`src/rtl/tile_wr_arb_pkg.sv`:
```
// Shared helpers for the tile write-channel arbiter.
package tile_wr_arb_pkg;

  // Index width for n items, never narrower than one bit.
  function automatic int unsigned idx_width(input int unsigned n);
    return (n > 1) ? $clog2(n) : 1;
  endfunction

endpackage

```
`src/rtl/tile_wr_arb_fifo.sv`:
```
// W-order FIFO: remembers which requester owns each accepted AW until its WLAST.
module tile_wr_arb_fifo
  import tile_wr_arb_pkg::*;
#(
  parameter int unsigned Depth     = 4,
  parameter int unsigned DataWidth = 1
) (
  input  logic                 clk_i,
  input  logic                 rst_ni,
  input  logic                 push_i,
  input  logic                 pop_i,
  input  logic [DataWidth-1:0] data_i,
  output logic [DataWidth-1:0] data_o,
  output logic                 full_o,
  output logic                 empty_o
);

  localparam int unsigned PtrWidth = idx_width(Depth);
  localparam int unsigned CntWidth = $clog2(Depth) + 1;

  logic [PtrWidth-1:0]  wr_ptr_q, rd_ptr_q;
  logic [CntWidth-1:0]  count_q;
  logic [DataWidth-1:0] mem_q [Depth];

  assign full_o  = (count_q == CntWidth'(Depth));
  assign empty_o = (count_q == '0);
  assign data_o  = mem_q[rd_ptr_q];

  // NOTE: state registers use non-blocking assignments so every flop samples pre-edge values.
  always_ff @(posedge clk_i or negedge rst_ni) begin
    if (!rst_ni) begin
      wr_ptr_q <= '0;
      rd_ptr_q <= '0;
      count_q  <= '0;
    end else begin
      if (push_i) wr_ptr_q <= wr_ptr_q + PtrWidth'(1);
      if (pop_i)  rd_ptr_q <= rd_ptr_q + PtrWidth'(1);
      case ({push_i, pop_i})
        2'b10:   count_q <= count_q + CntWidth'(1);
        2'b01:   count_q <= count_q - CntWidth'(1);
        default: count_q <= count_q;
      endcase
    end
  end

  // NOTE: storage has no reset; entries are only read once the count says they were written.
  always_ff @(posedge clk_i) begin
    if (push_i) mem_q[wr_ptr_q] <= data_i;
  end

  pop_on_empty: assert property (@(posedge clk_i) disable iff (!rst_ni) !(pop_i && empty_o));

endmodule

```
`src/rtl/tile_wr_arbiter.sv`:
```
// Shares one AXI AW+W path among NumInp requesters: round-robin AW, W locked in AW order.
module tile_wr_arbiter
  import tile_wr_arb_pkg::*;
#(
  parameter int unsigned NumInp   = 2,
  parameter int unsigned MaxWTxns = 4,
  parameter int unsigned AwWidth  = 64,
  parameter int unsigned WWidth   = 577,
  parameter int unsigned SrcWidth = idx_width(NumInp)
) (
  input  logic                             clk_i,
  input  logic                             rst_ni,
  input  logic [NumInp-1:0]                aw_valid_i,
  output logic [NumInp-1:0]                aw_ready_o,
  input  logic [NumInp-1:0][AwWidth-1:0]   aw_i,
  input  logic [NumInp-1:0]                w_valid_i,
  output logic [NumInp-1:0]                w_ready_o,
  input  logic [NumInp-1:0][WWidth-1:0]    w_i,
  output logic                             aw_valid_o,
  input  logic                             aw_ready_i,
  output logic [AwWidth-1:0]               aw_o,
  output logic [SrcWidth-1:0]              aw_src_o,
  output logic                             w_valid_o,
  input  logic                             w_ready_i,
  output logic [WWidth-1:0]                w_o,
  output logic                             busy_o
);

  localparam int unsigned SumWidth = SrcWidth + 1;

  logic [SrcWidth-1:0] rr_q, lock_idx_q, sel, head;
  logic                lock_q, sel_valid;
  logic                fifo_full, fifo_empty;
  logic                aw_hs, w_last_hs;

  // Winner selection: a held grant wins outright, otherwise search from rr_q with wrap.
  always_comb begin
    logic [SumWidth-1:0] sum;
    // NOTE: every combinational output gets a default first, so no path can infer a latch.
    sel       = '0;
    sel_valid = 1'b0;
    sum       = '0;
    if (!fifo_full) begin
      if (lock_q) begin
        sel       = lock_idx_q;
        sel_valid = aw_valid_i[lock_idx_q];
      end else begin
        for (int i = 0; i < NumInp; i++) begin
          // NOTE: blocking assignments here since later iterations read the updated values.
          sum = {1'b0, rr_q} + SumWidth'(i);
          if (sum >= SumWidth'(NumInp)) sum = sum - SumWidth'(NumInp);
          if (!sel_valid && aw_valid_i[sum[SrcWidth-1:0]]) begin
            sel_valid = 1'b1;
            sel       = sum[SrcWidth-1:0];
          end
        end
      end
    end
  end

  assign aw_valid_o = sel_valid;
  assign aw_src_o   = sel_valid ? sel : '0;
  assign aw_o       = sel_valid ? aw_i[sel] : '0;
  assign aw_hs      = sel_valid && aw_ready_i;

  always_comb begin
    aw_ready_o = '0;
    if (sel_valid) aw_ready_o[sel] = aw_ready_i;
  end

  always_ff @(posedge clk_i or negedge rst_ni) begin
    if (!rst_ni) begin
      rr_q       <= '0;
      lock_q     <= 1'b0;
      lock_idx_q <= '0;
    end else begin
      if (aw_hs) rr_q <= (sel == SrcWidth'(NumInp - 1)) ? '0 : sel + SrcWidth'(1);
      lock_q     <= sel_valid && !aw_ready_i;
      lock_idx_q <= sel;
    end
  end

  // W beats only flow for the requester at the FIFO head; early W is held off.
  always_comb begin
    w_valid_o = 1'b0;
    w_o       = '0;
    w_ready_o = '0;
    if (!fifo_empty) begin
      w_valid_o       = w_valid_i[head];
      w_o             = w_i[head];
      w_ready_o[head] = w_ready_i;
    end
  end

  assign w_last_hs = w_valid_o && w_ready_i && w_o[0];
  assign busy_o    = !fifo_empty || lock_q;

  tile_wr_arb_fifo #(
    .Depth     (MaxWTxns),
    .DataWidth (SrcWidth)
  ) u_order_fifo (
    .clk_i   (clk_i),
    .rst_ni  (rst_ni),
    .push_i  (aw_hs),
    .pop_i   (w_last_hs),
    .data_i  (sel),
    .data_o  (head),
    .full_o  (fifo_full),
    .empty_o (fifo_empty)
  );

endmodule

```
`config.mk`:
```
export PLATFORM = sky130hd
export DESIGN_NAME = tile_wr_arbiter
export DESIGN_NICKNAME = d
export VERILOG_FILES = /design/src/rtl/tile_wr_arb_pkg.sv /design/src/rtl/tile_wr_arb_fifo.sv /design/src/rtl/tile_wr_arbiter.sv
export SDC_FILE = /design/constraint.sdc
export NUM_CORES = 1
export LEC_CHECK = 0
export ABC_AREA = 1
export ABC_CLOCK_PERIOD_IN_PS = 2650
export CELL_PAD_IN_SITES_DETAIL_PLACEMENT = 1
export CELL_PAD_IN_SITES_GLOBAL_PLACEMENT = 1
export CORE_AREA = 10 10 745 747
export DETAILED_ROUTE_END_ITERATION = 10
export DIE_AREA = 0 0 755 757
export GPL_ROUTABILITY_DRIVEN = 0
export MAX_ROUTING_LAYER = met4
export PLACE_DENSITY_LB_ADDON = 0.1
export SLEW_MARGIN = 20
export SYNTH_ARGS = -nofsm -noshare
export SYNTH_HDL_FRONTEND = slang
export SYNTH_HIERARCHICAL = 1
export SYNTH_SLANG_ARGS = --single-unit
```
`constraint.sdc`:
```
create_clock -name clk_i -period 2.65 [get_ports clk_i]
set_input_delay 0.265 -clock clk_i [delete_from_list [all_inputs] [get_ports clk_i]]
set_output_delay 0.265 -clock clk_i [all_outputs]
set_load 0.03 [all_outputs]
```
==> flow_summary.json <==
{
  "tightest_slew_ns": 0.697,
  "routed_wl_um": 388000,
  "die_area_um2": 572000,
  "final_util_pct": 8.62,
  "clk_latency_ns": 0.25,
  "synthDistinctLibCells": 23,
  "syn_nets": 2458,
  "wl_per_cell_um": 36.3,
  "crit_required_ns": 2.38,
  "grt_start_max_net_pins": 51,
  "drv_cap": 0,
  "ir_drop_v": 0.000655,
  "vias": 21600,
  "htree_levels": 1,
  "synthesis.area_um2": 8110,
  "clock-sinks": 14,
  "period_needed_ns": 2.75,
  "cp-start-kind": "flip-flop",
  "overflow": 0,
  "status": "complete, but fails checks",
  "grt_pass1_wl_um": 430000,
  "placed_area_um2": 41700,
  "path_class": "flip-flop to primary output",
  "start_util_pct": 1.50,
  "yosysWarnings": 6,
  "worst_ep_arrival_time_ns": 2.48,
  "final_cell_mix": "clkdlybuf4s50_1, buf_12, a22o_1",
  "crit_slowest_cell": "dfrtp_1",
  "grtUsageTotal_pct": 12.9,
  "cts_root_buffer": "clkbuf_16",
  "drive_above_1_share_pct": 37.8,
  "syn_area_per_cell_um2": 6.98,
  "grt_util_met2_pct": 21.7,
  "syn_inst": 1162,
  "cts_tree": "yes",
  "first_pass_iters": 5,
  "clock_path_buffers": 2,
  "dp_cells": 10400,
  "multi_input_area_um2": 8480,
  "use_met3_pct": 6.53,
  "core_area_um2": 540000,
  "cts_hold_buf": 0,
  "violations": "negative setup slack",
  "drc_errors": 0,
  "final_cells": 10700,
  "met1_usage_pct": 14.4,
  "end_kind": "primary output",
  "layout_setup_ws_ns": -0.0978,
  "p_leak_nw": 17.0,
  "clkTransAtPathRegs_ns": 0.05,
  "place_ws_ns": -0.201,
  "dieWidth_um": 755,
  "regArea_um2": 374,
  "slowest_delay_ns": 0.42,
  "relSlewSlack_pct": 53.2,
  "numCtsBuffers": 3,
  "clock-skew-final_ns": 0.00488,
  "rsz0062_at_grt": "true",
  "avgViaCountPerCell": 2.03,
  "design_power_total_mw": 82.9,
  "antenna_found_initial": 335,
  "min_period_over_period_pct": 104,
  "drt_iter0_markers": 1261,
  "ys_seq_area_share_pct": 4.56,
  "io_pins": 1939,
  "crit_top_cell": "buf_12",
  "synth-seq-cells": 14,
  "worstHoldPathType": "input port to async pin",
  "r2r_slack_ns": 0.13,
  "slew_viol_final": 0,
  "n_fill_cell": 63400,
  "layout_commonest_cell": "clkdlybuf4s50_1",
  "power.density_nw_per_um2": 1780,
  "crit_fanout": 7,
  "setup_viol": 208,
  "postRouteAntennaNets": 0,
  "chipHeight_um": 757,
  "portBuffers": 1938,
  "hold_violations": 0,
  "clock.fmax_mhz": 364,
  "fin_area_um2": 46500,
  "grt_pass1_vias": 21500,
  "areaGrowthSynthToFinish_pct": 473,
  "crit_chain": "nand2_1, o211ai_1, nand2_2, inv_2, nor2_4, buf_12, buf_12, buf_16, buf_16, buf_8, a22o_1, buf_12",
  "grt.busiest_layer": "met2",
  "dpl.hpwl_um": 360000,
  "layout.nets": 4553,
  "rows": 270
}
-- flip-flops by register name, indices dropped and copies added (netlist names) --
name / cells
u_order_fifo/wr_ptr_q: 2
u_order_fifo/mem_q: 4
lock_idx_q: 1
rr_q: 1
u_order_fifo/rd_ptr_q: 2
lock_q: 1
u_order_fifo/count_q: 3
-- timing repair --
action,CTS,global route
setup buffers,11,38
endpoints found under the hold margin,0,0
pin swaps,6,39
setup endpoints to repair,583,557
cloned,5,41
resized for setup,193,369
-- layer usage --
layer  up-vias  wire (um)
li1       9042          -
met1     10600     155000
met2      1623     184000
met3       352      44100
met4         0       5080
met5         -          0
-- critical path, delay by kind of cell, from the launching register on --
kind	cells	cell delay, ns
AO/OA/AOI/OAI	2	0.28
buffers and inverters	7	1.06
flip-flops	1	0.42
AND/OR/NAND/NOR	3	0.37
-- through the flow --
step	setup TNS (ns)	hold WS [ns]
after floorplan	0	-0.0306
after global placement	-6.54	0.498
after detailed placement	-2.51	0.501
after CTS	-29.03	0.443
after global routing	-41.96	0.459
final	-8.27	0.400
-- Yosys cell counts, drive strengths merged --
cell type	count	area share, %
dfrtp	10	3.1
nand2	94	4.3
nand3	68	4.2
inv	91	4.2
fa	1	0.25
ha	5	0.77
o21ai	2	0.12
nor3	4	0.25
buf	161	11
nand4	1	0.077
xnor2	1	0.11
edfxtp	4	1.5
clkbuf	3	0.14
a22o	576	62
xor2	3	0.32
o211ai	2	0.18
a21oi	65	4.0
a22oi	1	0.093
nor2	70	3.2
-- worst paths after layout --
check | from | endpoint | depth (start not counted)
min | rst_ni | u_order_fifo/rd_ptr_q[0] | 1
max in group asynchronous | rst_ni | u_order_fifo/count_q[0] | 1
min reg2reg | rr_q | rr_q | 2
max | u_order_fifo/rd_ptr_q[0] | w_o[153] | 12
min in group clk_i | rr_q | rr_q | 2
max reg2reg | u_order_fifo/rd_ptr_q[0] | u_order_fifo/count_q[2] | 17
-- kinds of logic after synthesis --
family | Yosys count | share of synthesized area [%]
AOI/OAI and AO/OA | 646 | 66.6
xor gates and xnor gates | 4 | 0.432
adders and majority gates | 6 | 1.02
buffers and inverters | 255 | 15.3
DFF | 14 | 4.56
and+or+nand+nor | 237 | 12.1
-- final cells by class --
| cell class | count | share of cell area [%] |
|---|---|---|
| diodes | 206 | 1.11 |
| flip-flops and latches | 14 | 0.804 |
| multi-input cells | 893 | 18.2 |
| clock inverters | 1 | 0.00807 |
| clock buffers | 3 | 0.161 |
| well taps | 7208 | 19.4 |
| repair buffers | 2254 | 59.6 |
| inverters | 91 | 0.735 |
-- report_power, final --
| group | leakage [nW] | switching [mW] | internal, mW | total [mW] |
|---|---|---|---|---|
| Combinational | 16.8 | 45.2 | 37.0 | 82.2 |
| Sequential | 0.153 | 0.0928 | 0.323 | 0.415 |
| Clock | 0.0398 | 0.0910 | 0.200 | 0.291 |
| Total | 17.0 | 45.4 | 37.6 | 82.9 |
(Power assumes the default switching activity.)
